[config.mk]
export PLATFORM = sky130hd
export DESIGN_NAME = contador_sequenciador
export DESIGN_NICKNAME = d
export VERILOG_FILES = /design/src/rtl/contador_seq_pkg.sv /design/src/rtl/contador_sequenciador.sv
export SDC_FILE = /design/constraint.sdc
export NUM_CORES = 1
export LEC_CHECK = 0
export BUFFER_PORTS_ARGS = -buffer_cell sky130_fd_sc_hd__buf_2
export CORE_MARGIN = 2
export CORE_UTILIZATION = 30
export CTS_BUF_LIST = sky130_fd_sc_hd__clkbuf_8
export CTS_CLUSTER_DIAMETER = 200
export CTS_CLUSTER_SIZE = 8
export DETAILED_ROUTE_END_ITERATION = 6
export PLACE_DENSITY = 0.52
export SYNTH_ARGS = -nofsm -noshare
export SYNTH_HDL_FRONTEND = slang
export SYNTH_SLANG_ARGS = --single-unit
[constraint.sdc]
create_clock -name clock -period 3.25 [get_ports clock]
set_clock_uncertainty 0.1 [all_clocks]
set_input_delay 0.1625 -clock clock [delete_from_list [all_inputs] [get_ports clock]]
set_output_delay 0.1625 -clock clock [all_outputs]
set_load 0.05 [all_outputs]
[src/rtl/contador_seq_pkg.sv]
// contador_seq_pkg
//   Shared types and defaults for the Contador4B command sequencer.
//   op_t    : command opcodes carried on cmd_op
//   state_t : sequencer FSM states
package contador_seq_pkg;

   localparam int WIDTH_DEF = 4;
   localparam int RW_DEF    = 4;
   localparam int STEPS_W   = 8;

   typedef enum logic [1:0] {
      OP_CLR    = 2'd0,
      OP_LOAD   = 2'd1,
      OP_COUNT  = 2'd2,
      OP_BOUNCE = 2'd3
   } op_t;

   typedef enum logic [2:0] {
      S_IDLE   = 3'd0,
      S_CLEAR  = 3'd1,
      S_LOAD   = 3'd2,
      S_RUN_UP = 3'd3,
      S_RUN_DN = 3'd4,
      S_DONE   = 3'd5
   } state_t;

endpackage

[src/rtl/contador_sequenciador.sv]
// contador_sequenciador
//   Command-driven sequencer for one Contador4B. Commands (CLR, LOAD, COUNT,
//   BOUNCE) arrive on a valid/ready handshake; the block drives the counter
//   pins and watches cnt_valor. Between commands the counter is held by
//   reloading its own value (run=1, load=1, entrada=valor).
//   clock, reset            : clock; async active-high reset to IDLE
//   cmd_valid/cmd_ready     : command handshake (ready only in IDLE)
//   cmd_op/dir/value/reps   : opcode, COUNT direction, load value or target,
//                             BOUNCE round count (0 behaves as 1)
//   abort                   : ends the running command, counter keeps value
//   cnt_valor               : counter output
//   cnt_run/load/up_down/entrada : counter drive pins
//   busy, done              : state != IDLE; one-cycle completion pulse
//   Optional (macro CONTADOR_SEQ_STEP_EN): steps[7:0], saturating count of
//   counter steps taken by the current/last command.
module contador_sequenciador
   import contador_seq_pkg::*;
#(
   parameter int WIDTH = WIDTH_DEF,
   parameter int RW    = RW_DEF
) (
   input  logic             clock,
   input  logic             reset,
   input  logic             cmd_valid,
   output logic             cmd_ready,
   input  logic [1:0]       cmd_op,
   input  logic             cmd_dir,
   input  logic [WIDTH-1:0] cmd_value,
   input  logic [RW-1:0]    cmd_reps,
   input  logic             abort,
   input  logic [WIDTH-1:0] cnt_valor,
   output logic             cnt_run,
   output logic             cnt_load,
   output logic             cnt_up_down,
   output logic [WIDTH-1:0] cnt_entrada,
   output logic             busy,
   output logic             done
`ifdef CONTADOR_SEQ_STEP_EN
   ,
   output logic [STEPS_W-1:0] steps
`endif
);

   state_t            state, state_nxt;
   op_t               op_q;
   logic              dir_q;
   logic [WIDTH-1:0]  value_q, start_q;
   logic [RW-1:0]     reps_q;
   logic              accept;
   logic              step_drv;   // a count drive is issued this cycle
   logic              reps_dec;   // one BOUNCE round finished
   logic [WIDTH-1:0]  dn_target;

   assign cmd_ready = (state == S_IDLE);
   assign busy      = (state != S_IDLE);
   assign accept    = cmd_valid & cmd_ready;
   // RUN_DN heads for the start point when bouncing, else for the target
   assign dn_target = (op_q == OP_BOUNCE) ? start_q : value_q;

   always_ff @(posedge clock or posedge reset) begin
      if (reset) begin
         state   <= S_IDLE;
         op_q    <= OP_CLR;
         dir_q   <= 1'b1;
         value_q <= '0;
         start_q <= '0;
         reps_q  <= '0;
      end else begin
         state <= state_nxt;
         if (accept) begin
            op_q    <= op_t'(cmd_op);
            dir_q   <= cmd_dir;
            value_q <= cmd_value;
            start_q <= cnt_valor;
            reps_q  <= (cmd_reps == '0) ? RW'(1) : cmd_reps;
         end else if (reps_dec) begin
            reps_q <= reps_q - 1'b1;
         end
      end
   end

   always_comb begin
      state_nxt   = state;
      cnt_run     = 1'b1;
      cnt_load    = 1'b1;
      cnt_up_down = dir_q;
      cnt_entrada = cnt_valor;
      step_drv    = 1'b0;
      reps_dec    = 1'b0;
      done        = 1'b0;

      case (state)
         S_IDLE: begin
            if (accept) begin
               case (op_t'(cmd_op))
                  OP_CLR:   state_nxt = S_CLEAR;
                  OP_LOAD:  state_nxt = S_LOAD;
                  OP_COUNT: state_nxt = cmd_dir ? S_RUN_UP : S_RUN_DN;
                  default:  state_nxt = S_RUN_UP;
               endcase
            end
         end
         S_CLEAR: begin
            cnt_run   = 1'b0;
            state_nxt = S_DONE;
         end
         S_LOAD: begin
            cnt_entrada = value_q;
            state_nxt   = S_DONE;
         end
         S_RUN_UP: begin
            if (cnt_valor != value_q) begin
               cnt_load    = 1'b0;
               cnt_up_down = 1'b1;
               step_drv    = 1'b1;
            end else if (op_q == OP_BOUNCE && value_q != start_q) begin
               state_nxt = S_RUN_DN;
            end else begin
               // COUNT reached, or a degenerate bounce with nowhere to go
               state_nxt = S_DONE;
            end
         end
         S_RUN_DN: begin
            if (cnt_valor != dn_target) begin
               cnt_load    = 1'b0;
               cnt_up_down = 1'b0;
               step_drv    = 1'b1;
            end else if (op_q == OP_BOUNCE) begin
               reps_dec  = 1'b1;
               state_nxt = (reps_q <= RW'(1)) ? S_DONE : S_RUN_UP;
            end else begin
               state_nxt = S_DONE;
            end
         end
         S_DONE: begin
            done      = 1'b1;
            state_nxt = S_IDLE;
         end
         default: state_nxt = S_IDLE;
      endcase

      // abort wins over whatever the state wanted: hold the counter and finish
      if (abort && (state == S_CLEAR || state == S_LOAD ||
                    state == S_RUN_UP || state == S_RUN_DN)) begin
         state_nxt   = S_DONE;
         cnt_run     = 1'b1;
         cnt_load    = 1'b1;
         cnt_entrada = cnt_valor;
         step_drv    = 1'b0;
         reps_dec    = 1'b0;
      end
   end

`ifdef CONTADOR_SEQ_STEP_EN
   always_ff @(posedge clock or posedge reset) begin
      if (reset)                                   steps <= '0;
      else if (accept)                             steps <= '0;
      else if (step_drv && steps != {STEPS_W{1'b1}}) steps <= steps + 1'b1;
   end
`endif

endmodule

==> out/metrics.yaml <==
r2r_slack_ns: 0.89
cts.path.max_buffers: 2
ys_seq_area_share_pct: 35.7
core_um2: 4030
drt_iter0_drc: 112
fmax_mhz: 385
slew_headroom_pct: 31.2
dieArea_um2: 4750
antenna_left: 0
reg2reg_to: "start_q[2]$_DFFE_PP0P_"
async_reset_ff_share_pct: 100
min_from: "cmd_value[3]"
path_max_fanout: 15
startpoint_type: "flip-flop"
p_per_area_nw_per_um2: 955
finalSetupTns_ns: 0
gr-total-overflow: 0
final_common_cell: "buf_2"
grt_pass1_wl_um: 4980
mostFrequentLayoutCells: "buf_2 (28), dfrtp_1 (17), inv_1 (12)"
cts_resized: 0
die_w_um: 68.9
cp_data_arrival_time_ns: 2.33
hp-class: "in2reg"
syn2layout_area_growth_pct: 18.2
peakVddDrop_uv: 404
num_vias: 1125
dr.pass1.iters: 4
p_leak_nw: 0.666
drv_cap: 0
initial_core_util_pct: 31.4
antenna_found_initial: 0
min_period_over_period_pct: 79.8
slew_viol_final: 0
port_buffers: 28
worst_slew_pin_slew_ns: 1.02
utilization_pct: 37.1
r2r-start: "state[2]$_DFFE_PP0P_"
cts_tree: "built"
yosysWarnings: 0
synth_fp_nets: 158
syn_avg_cell_area_um2: 9.22
clk_latency_ns: 0.25
clockRootBuffer: "clkbuf_8"
grt_setup_unrepaired: "false"
cts_setup_buffers: 0
grt_max_degree: 22
endpoint_kind: "primary output"
syn-instance-count: 137
drive_above_1_share_pct: 33.3
synth_edf_count: 0
via_per_inst: 5.23
finalHoldViolCount: 0
io_pins: 29
row_count: 23
drc: 0
diodes: 0
fin_crit_ns: 2.59
cp.required_ns: 2.99
synth_ff_type: "dfrtp_1"
hpwl_um: 2250
place_area_um2: 1440
cts_hold_buffers: 1
htree_levels: 1
ys_seq_elements: 18
routabilityCongestion: 0.784
min_to: "value_q[3]$_DFFE_PP0P_"
drt-wirelength-per-cell_um: 14.1
final_area_um2: 1490
criticalPathCategory: "reg2out"
grt_pass1_vias: 1063
clk_pin_slew_ns: 0.07
rr_worst_depth: 4
gr-usage-all-layers_pct: 14.0
cts_buffers: 3
layout.nets: 187
whs_path_depth: 2
syn_area_um2: 1260
wl_um: 3020
cts.sinks: 18
fp.dieH_um: 68.9
status: "completed"
setup_viol: 0
synth_cell_types: 45
## flip-flops by register name (all words and copies together), names as in the netlist
register,flops
state,3
value_q,4
op_q,2
reps_q,4
start_q,4
dir_q,1
## per-stage QoR
step / total power [W] / hold WS [ns] / worst slack, ns / cells
floorplan: 0.00111 / 0.000341 / 0.711 / 137
finish: 0.00143 / 0.0337 / 0.655 / 215
CTS: 0.00144 / 0.0306 / 0.613 / 215
global route: 0.00155 / 0.0358 / 0.497 / 215
global placement: 0.00125 / 0.221 / 0.962 / 210
detailed placement: 0.00127 / 0.236 / 0.891 / 210
## kinds of logic (layout without fill, tap and decap cells)
logic type               count (synthesis)  count (layout)  share of synthesized area [%]
adder cells (fa/ha/maj)                  2               2                           1.98
XOR/XNOR                                10              10                           6.93
AO/OA/AOI/OAI                           32              32                           16.9
buffers and inverters                   16              44                           5.45
AND/OR/NAND/NOR                         46              46                           21.6
multiplexers                            13              13                           11.4
flip-flops                              18              18                           35.7
## cell usage after synthesis, types with 2 or more instances
library cell / number / area [um^2]
o21ai_0: 8 / 40.0
nor3_1: 4 / 20.0
a31oi_1: 7 / 43.8
a21oi_1: 3 / 15.0
dfrtp_1: 17 / 425
or3_1: 2 / 12.5
clkbuf_1: 3 / 11.3
xnor2_1: 2 / 17.5
or3_2: 5 / 37.5
o31ai_1: 2 / 15.0
nand3_1: 2 / 10.0
mux2_2: 11 / 124
inv_1: 11 / 41.3
xor2_1: 8 / 70.1
ha_1: 2 / 25.0
mux2i_1: 2 / 20.0
or4_1: 2 / 15.0
nor2_1: 9 / 33.8
a21o_1: 2 / 15.0
nand2b_1: 2 / 12.5
nor4_1: 2 / 12.5
nand2_1: 8 / 30.0
## power by group
| group | switching, W | internal (W) | total (W) |
|---|---|---|---|
| Combinational | 0.000456 | 0.000312 | 0.000767 |
| Sequential | 0.000154 | 0.000343 | 0.000497 |
| Clock | 0.0000788 | 0.0000840 | 0.000163 |
## layer usage
| metal | GRT usage [%] | part of all wire [%] | wire length (um) |
|---|---|---|---|
| met1 | 18.2 | 48 | 1450 |
| met2 | 23.0 | 48 | 1440 |
| met3 | 3.73 | 3.7 | 113 |
| met4 | 3.92 | 0.76 | 23 |
| met5 | 0 | 0 | 0 |
## worst max-delay path, cell delays in order (launching register included)
cell	delay, ns
dfrtp_1	0.52
nor4b_1	0.93
mux2_2	0.41
buf_2	0.21
## area by class of cell
type | count | area (um^2)
fill | 438 | 2530
multi-input combinational | 103 | 743
sequential | 18 | 452
timing repair buffer | 29 | 150
tap | 50 | 62.6
clock buffer | 3 | 41.3
inverter | 11 | 41.3
clock inverter | 1 | 3.75
## how the worst max path moves through the flow
stage | cells after the start | slack (ns) | end | from
2_1_floorplan | 5 | 0.71 | cnt_load | value_q[3]$_DFFE_PP0P_
3_3_place_gp | 3 | 0.96 | cnt_entrada[2] | state[2]$_DFFE_PP0P_
3_5_place_dp | 3 | 0.89 | cnt_entrada[2] | state[2]$_DFFE_PP0P_
4_1_cts | 3 | 0.61 | cnt_entrada[2] | state[2]$_DFFE_PP0P_
5_1_grt | 3 | 0.50 | cnt_entrada[3] | state[2]$_DFFE_PP0P_
6_report | 3 | 0.66 | cnt_entrada[2] | state[2]$_DFFE_PP0P_
No activity file was read; power rests on OpenSTA's default activity.
